[src/rtl/elastic_pipe_reg.sv]
// -----------------------------------------------------------------------------
// elastic_pipe_reg
//
// Elastic pipeline register with a valid/ready handshake on both sides and a
// two-entry skid buffer. It sits between two pipeline stages; the payload is
// typically {pc, instruction}.
//
// Handshake outputs (in_ready, out_valid, out_data) are decoded from
// registers only. Downstream backpressure therefore never reaches in_ready
// through combinational logic.
//
// Ports:
//   clk          clock, rising edge
//   rst          asynchronous active-high reset
//   flush        synchronous kill of every buffered entry
//   cnt_clr      synchronous clear of both performance counters
//   in_valid     upstream offers in_data
//   in_ready     stage can accept (transfer on in_valid & in_ready)
//   in_data      upstream payload
//   out_valid    out_data holds a valid item
//   out_ready    downstream accepts (transfer on out_valid & out_ready)
//   out_data     payload to downstream, FLUSH_VALUE while out_valid=0
//   stall_count  saturating count of cycles with out_valid & ~out_ready
//   flush_count  saturating count of flush cycles that killed a valid entry
// -----------------------------------------------------------------------------
module elastic_pipe_reg #(
    parameter int                    DATA_WIDTH  = 64,
    parameter logic [DATA_WIDTH-1:0] FLUSH_VALUE = {DATA_WIDTH{1'b0}},
    parameter int                    CNT_WIDTH   = 16
) (
    input  logic                  clk,
    input  logic                  rst,
    input  logic                  flush,
    input  logic                  cnt_clr,
    input  logic                  in_valid,
    output logic                  in_ready,
    input  logic [DATA_WIDTH-1:0] in_data,
    output logic                  out_valid,
    input  logic                  out_ready,
    output logic [DATA_WIDTH-1:0] out_data,
    output logic [CNT_WIDTH-1:0]  stall_count,
    output logic [CNT_WIDTH-1:0]  flush_count
);

    typedef enum logic [1:0] {
        ST_EMPTY = 2'd0,
        ST_ONE   = 2'd1,
        ST_FULL  = 2'd2
    } state_e;

    localparam logic [CNT_WIDTH-1:0] CNT_ZERO = {CNT_WIDTH{1'b0}};
    localparam logic [CNT_WIDTH-1:0] CNT_ONE  = {{(CNT_WIDTH-1){1'b0}}, 1'b1};
    localparam logic [CNT_WIDTH-1:0] CNT_MAX  = {CNT_WIDTH{1'b1}};

    state_e                  state_r;
    state_e                  state_nxt_s;
    logic [DATA_WIDTH-1:0]   main_r;
    logic [DATA_WIDTH-1:0]   main_nxt_s;
    logic [DATA_WIDTH-1:0]   skid_r;
    logic [DATA_WIDTH-1:0]   skid_nxt_s;
    logic                    acc_in_s;
    logic                    acc_out_s;
    logic [CNT_WIDTH-1:0]    stall_cnt_r;
    logic [CNT_WIDTH-1:0]    stall_cnt_nxt_s;
    logic [CNT_WIDTH-1:0]    flush_cnt_r;
    logic [CNT_WIDTH-1:0]    flush_cnt_nxt_s;

    // Handshake outputs decoded purely from the state register.
    assign out_valid = (state_r != ST_EMPTY);
    assign in_ready  = (state_r != ST_FULL);

    // main_r is reloaded with FLUSH_VALUE whenever the stage empties, so it
    // can drive out_data directly without a mux behind the state decode.
    assign out_data  = main_r;

    assign stall_count = stall_cnt_r;
    assign flush_count = flush_cnt_r;

    assign acc_in_s  = in_valid & in_ready;
    assign acc_out_s = out_valid & out_ready;

    // Next-state and next-payload logic; flush overrides the handshake.
    always_comb begin
        state_nxt_s = state_r;
        main_nxt_s  = main_r;
        skid_nxt_s  = skid_r;
        if (flush) begin
            // Any item accepted this cycle is dropped; a delivery this cycle
            // still completes because out_valid/out_data were already shown.
            state_nxt_s = ST_EMPTY;
            main_nxt_s  = FLUSH_VALUE;
            skid_nxt_s  = FLUSH_VALUE;
        end else begin
            case (state_r)
                ST_EMPTY: begin
                    if (acc_in_s) begin
                        main_nxt_s  = in_data;
                        state_nxt_s = ST_ONE;
                    end else begin
                        state_nxt_s = ST_EMPTY;
                    end
                end
                ST_ONE: begin
                    if (acc_in_s && acc_out_s) begin
                        main_nxt_s  = in_data;
                        state_nxt_s = ST_ONE;
                    end else if (acc_in_s) begin
                        // Downstream stalled: park the new item in the skid slot.
                        skid_nxt_s  = in_data;
                        state_nxt_s = ST_FULL;
                    end else if (acc_out_s) begin
                        main_nxt_s  = FLUSH_VALUE;
                        state_nxt_s = ST_EMPTY;
                    end else begin
                        state_nxt_s = ST_ONE;
                    end
                end
                ST_FULL: begin
                    if (acc_out_s) begin
                        main_nxt_s  = skid_r;
                        skid_nxt_s  = FLUSH_VALUE;
                        state_nxt_s = ST_ONE;
                    end else begin
                        state_nxt_s = ST_FULL;
                    end
                end
                default: begin
                    state_nxt_s = ST_EMPTY;
                    main_nxt_s  = FLUSH_VALUE;
                    skid_nxt_s  = FLUSH_VALUE;
                end
            endcase
        end
    end

    // Next values of the saturating counters; clear beats increment.
    always_comb begin
        stall_cnt_nxt_s = stall_cnt_r;
        flush_cnt_nxt_s = flush_cnt_r;
        if (cnt_clr) begin
            stall_cnt_nxt_s = CNT_ZERO;
            flush_cnt_nxt_s = CNT_ZERO;
        end else begin
            if (out_valid && !out_ready && (stall_cnt_r != CNT_MAX)) begin
                stall_cnt_nxt_s = stall_cnt_r + CNT_ONE;
            end else begin
                stall_cnt_nxt_s = stall_cnt_r;
            end
            if (flush && out_valid && (flush_cnt_r != CNT_MAX)) begin
                flush_cnt_nxt_s = flush_cnt_r + CNT_ONE;
            end else begin
                flush_cnt_nxt_s = flush_cnt_r;
            end
        end
    end

    // State, payload and counter registers with asynchronous reset.
    always_ff @(posedge clk or posedge rst) begin
        if (rst) begin
            state_r     <= ST_EMPTY;
            main_r      <= FLUSH_VALUE;
            skid_r      <= FLUSH_VALUE;
            stall_cnt_r <= CNT_ZERO;
            flush_cnt_r <= CNT_ZERO;
        end else begin
            state_r     <= state_nxt_s;
            main_r      <= main_nxt_s;
            skid_r      <= skid_nxt_s;
            stall_cnt_r <= stall_cnt_nxt_s;
            flush_cnt_r <= flush_cnt_nxt_s;
        end
    end

endmodule

[config.mk]
export PLATFORM = sky130hd
export DESIGN_NAME = elastic_pipe_reg
export DESIGN_NICKNAME = d
export VERILOG_FILES = /design/src/rtl/elastic_pipe_reg.sv
export SDC_FILE = /design/constraint.sdc
export NUM_CORES = 1
export LEC_CHECK = 0
export ABC_AREA = 1
export CAP_MARGIN = 20
export CELL_PAD_IN_SITES_DETAIL_PLACEMENT = 1
export CELL_PAD_IN_SITES_GLOBAL_PLACEMENT = 1
export CORE_ASPECT_RATIO = 0.75
export CORE_UTILIZATION = 40
export DETAILED_ROUTE_END_ITERATION = 8
export PLACE_DENSITY_LB_ADDON = 0.1
export SYNTH_ARGS = -nofsm -noshare
export SYNTH_HDL_FRONTEND = slang
export SYNTH_SLANG_ARGS = --single-unit
[constraint.sdc]
create_clock -name clk -period 11.44 [get_ports clk]
set_input_delay 1.144 -clock clk [delete_from_list [all_inputs] [get_ports clk]]
set_output_delay 1.144 -clock clk [all_outputs]
set_load 0.005 [all_outputs]
After elaboration in Yosys (flattened, before gate mapping)
Index checks and enable logic that the tools add are counted.
{ "totals": {"register_bits": 162, "latch_bits": 0, "ram_bits": 0, "rom_bits": 0, "output_inout_bits": 98, "elab_cells": 54, "mem_count": 0} }
{ "op_classes": {"add_sub_neg": 2, "multipliers": 0, "n_div": 0, "n_lt_le_gt_ge": 0, "n_eq_ne": 12, "shift": 0, "mux": 21, "bitwise": 2, "n_reduce_logical": 12} }
{ "op_table": {"columns": ["operator", "n"], "rows": [
  ["two-way mux 64 bit", 8],
  ["case mux 64 bit (3 select lines)", 2],
  ["two-way mux 16 bit", 4],
  ["adder 16 x 1 -> 16 bit, second input constant", 2],
  ["inequality test 16 bit, second input constant", 2],
  ["inequality test 3 bit, second input constant", 4],
  ["two-way mux 2 bit", 4],
  ["inequality test 4 bit, second input constant", 2],
  ["AND reduction 4 bit", 2],
  ["case mux 2 bit (3 select lines)", 1],
  ["nonzero test 2 bit", 3],
  ["logical AND 1 bit", 5],
  ["inequality test 2 bit, second input constant", 2],
  ["AND 1 bit", 2],
  ["== test 2 x 1 -> 1 bit, second input constant", 1],
  ["== test 2 bit, second input constant", 1],
  ["logical NOT 2 bit", 1],
  ["two-way mux 1 bit", 2],
  ["logical NOT 1 bit", 1]
]} }

Longest topological paths before layout
{ "depth": {"word_depth": 7, "depth_mapped": 10} }

Worst setup path before layout
Ideal clock, no wire load.
{ "synth_timing": {"path_kind": "input port to flip-flop", "from": "in in_valid", "to": "reg skid_r[0]", "setup_time_ns": 0.130, "arrival_time_ns": 1.942, "required_time_ns": 11.310, "slack_ns": 9.368, "path_stages": 7, "path_buffers": 2, "path_cell_list": "inv_1 > o21ai_1 > nand3_1 > nand3_1 > buf_2 > clkbuf_1 > o21ai_0"} }
{ "synth_via": {"elab_chain_cells": 4, "word_cells_on_any_way": 5, "cone_classes": "eq/ne (2); bitwise (1); reduce/logical (2)"} }
{ "synth_rtl": {"columns": ["item", "line", "text"], "rows": [
  ["from (decl)", "35", "input logic in_valid,"],
  ["AND 1 bit *", "79", "assign acc_in_s = in_valid & in_ready;"],
  ["logical AND 1 bit", "104", "if (acc_in_s && acc_out_s) begin"],
  ["inequality test 3 bit (no source line)", null, null],
  ["AND reduction 4 bit (no source line) *", null, null],
  ["to (signal assigned)", "168", "skid_r <= skid_nxt_s;"],
  ["to (decl)", "59", "logic [DATA_WIDTH-1:0] skid_r;"]
]} }
Every way passes the cells marked *; elsewhere a longest branch is shown, timed or not.
A chain may end at the register's enable or synchronous reset.

Final worst setup path
{ "layout_timing": {"from": "reg state_r[1]", "to": "reg main_r[10], in the netlist out_data[10]"} }
{ "layout_via": {"elab_chain_cells": 6, "word_cells_on_any_way": 16, "cone_classes": "eq/ne (7); mux (3); bitwise (2); reduce/logical (4)"} }
{ "layout_rtl": {"columns": ["item", "line", "text"], "rows": [
  ["from (decl)", "55", "state_e state_r;"],
  ["from (signal assigned)", "166", "state_r <= state_nxt_s;"],
  ["inequality test 2 bit / nonzero test 2 bit (equally long branches)", "70, 69", null],
  ["AND 1 bit, on equally long branches", "79, 80", null],
  ["logical AND 1 bit", "104", null],
  ["two-way mux 64 bit", "104", null],
  ["case mux 64 bit (3 select lines)", "94", "case (state_r)"],
  ["two-way mux 64 bit", "87", "if (flush) begin"],
  ["to (signal assigned)", "167", "main_r <= main_nxt_s;"],
  ["to (decl)", "57", "logic [DATA_WIDTH-1:0] main_r;"]
]} }
Parallel ways exist; a longest one is shown, timed or not.

==> run summary <==
hold_buf cts: 0
FP Rows: 44
fin crit share: 0.321
status: finished with violations
Clock Latency Late Sink: 420 ps
TritonCTS Buffers: 17
Netlist Area Pre-Place: 0.00811 mm^2
Setup violations, final: 0
I/O Buffers: 167
Final #Nets: 1288
initial core utilization: 0.414
crit path launch type: flip-flop
initial drt markers: 493
Die H: 125 um
count of cell types in the netlist: 25
Crit. End Element: flip-flop
Ports: 168
htree depth: 4
Core ar.: 0.0196 mm^2
Final Critical Period: 3670 ps
setup bufs post-CTS: 0
part of the Yosys area used for sequential elements: 0.500
setup tns final: 0 ps
Mapped Cells: 1089
f_max: 273 MHz
gr ovfl total: 0
Routed wire per std cell: 17.1 um
Design Power: 1.43 mW
antenna-violating nets left: 0
Final Hold Vio Count: 0
Total GRT Usage: 0.254
share of cells above drive strength 1: 0.0496
area delta synth->final: 29.5%
number of max-cap violations: 0
Synth Warn #: 0
Final GP Congestion: 0.754
failing checks: DRC
HPWL Detailed: 16000 um
IR drop worst, VDD: 95.8 uV
PwrDens: 136 mW/mm^2
Slew headroom: 0.287
full die area: 0.0209 mm^2
clock skew: 10.9 ps
fin util: 0.536
syn nets: 1161
Die Width: 166 um
via count: 7909
number of global-route vias before repair: 8065
initial antenna violation count: 1
clock sinks: 162
flops & latches, synth: 162
Data arrival, critical path: 4020 ps
min-delay worst type: reg -> reg
RSZ-0062 raised after global routing: no
CP Class: reg -> reg
Slew @ Worst Pin: 1070 ps
Pre-Repair DR Iteration Count: 6
clk buf depth: 2
syn_area_per_cell: 7.45 um^2
CTS root buf: clkbuf_16
Final Slew Violations: 0
clock slew at reported path FFs: 70 ps
Final WS setup: 7770 ps
first-pass GRT wire length: 42200 um
static leakage: 4.99 nW
antenna diode count: 0
DRC: 12
final WL: 25400 um
required time worst endpoint: 11790 ps
CTS tree: done
maximum number of pins on one net before global-route repair: 129
dpl ws: 7250 ps
CTS resizes: 0
Via-to-Cell Ratio: 5.34
crit path max fanout: 68
==> where the power goes <==
group / internal, mW / switching (mW) / total [mW]
clock: 0.335 / 0.258 / 0.592
combinational: 0.0883 / 0.123 / 0.211
sequential: 0.606 / 0.0210 / 0.627
total: 1.03 / 0.401 / 1.43
==> synthesized netlist by cell type (all sizes together) <==
cell,number,area share
nand2,500,0.23
dfrtp,162,0.50
nand3,152,0.094
o21ai,71,0.044
nor2,55,0.030
buf,51,0.034
nand4,28,0.022
inv,27,0.012
clkbuf,18,0.0083
xor2,11,0.012
o21bai,5,0.0046
ha,2,0.0031
nand3b,2,0.0018
a21oi,1,0.00062
and3,1,0.00077
nor3,1,0.00062
o22ai,1,0.00077
or2,1,0.00077
==> worst max-delay path, cell delays in order (launching register included) <==
cell     delay, ps
dfrtp_1        420
inv_2          100
buf_4          650
nand2_1        240
o22ai_1        390
nor2_4          40
buf_4          380
nor2_4         580
buf_4          540
nand2_1        130
nand2_1         90
==> state kept, by name (all words and copies together) (netlist names) <==
signal and flops:
out_data 64, skid_r 64, flush_count 16, stall_count 16
state_r 2
==> metrics by stage <==
stage               std cells  cell area [um^2]  hold WS [ps]
floorplan                1089              8110           453
global placement         1449              9880           453
detailed placement       1449              9880           458
CTS                      1481             10500           474
global route             1482             10500           499
finish                   1482             10500           471
==> logic make-up after synthesis <==
group,Yosys count,share of synthesized area
xor+xnor,11,0.0119
simple gates,740,0.381
flops,162,0.500
fa+ha+maj,2,0.00308
compound gates,78,0.0503
buf+inv,96,0.0544
==> final timing paths <==
kind                                   start  slack [ps]              end  depth (start not counted)
worst max-delay path              state_r[1]        7770     out_data[10]                         10
worst min-delay path            out_data[15]         470     out_data[15]                          2
worst max register to register    state_r[1]        7770     out_data[10]                         10
worst min register to register  out_data[15]         470     out_data[15]                          2
max in group asynchronous                rst        8670       skid_r[10]                          3
min in group asynchronous                rst        1280  stall_count[15]                          2
==> metal layers <==
metal / global-route usage / share of wire / vias up
li1: - / - / 3768
met1: 0.352 / 0.48 / 3919
met2: 0.406 / 0.46 / 193
met3: 0.0513 / 0.049 / 27
met4: 0.0675 / 0.016 / 2
met5: 0 / 0.00047 / -
==> cells in the final DEF, fill, tap and decap left out, types with 7 or more instances in the layout <==
master           synthesis  routed
buf_4                   10       9
xor2_1                  11      11
inv_1                   23      22
o21ai_0                 69      69
dfrtp_1                162     162
nor2_1                  46      45
clkdlybuf4s50_1          0     167
nand2_1                500     500
inv_6                    0       7
clkbuf_16                0      17
nand4_1                 28      28
nand3_1                152     151
==> area by class of cell <==
class / instances / area [um^2]
multi-input cells: 831 / 3660
inverters: 27 / 106
repair buffers: 177 / 1770
well taps: 253 / 317
clock buffers: 18 / 439
flip-flops and latches: 162 / 4050
fillers: 2430 / 9090
clock inverters: 14 / 166
Note: power is estimated with default switching activity, not from simulation.
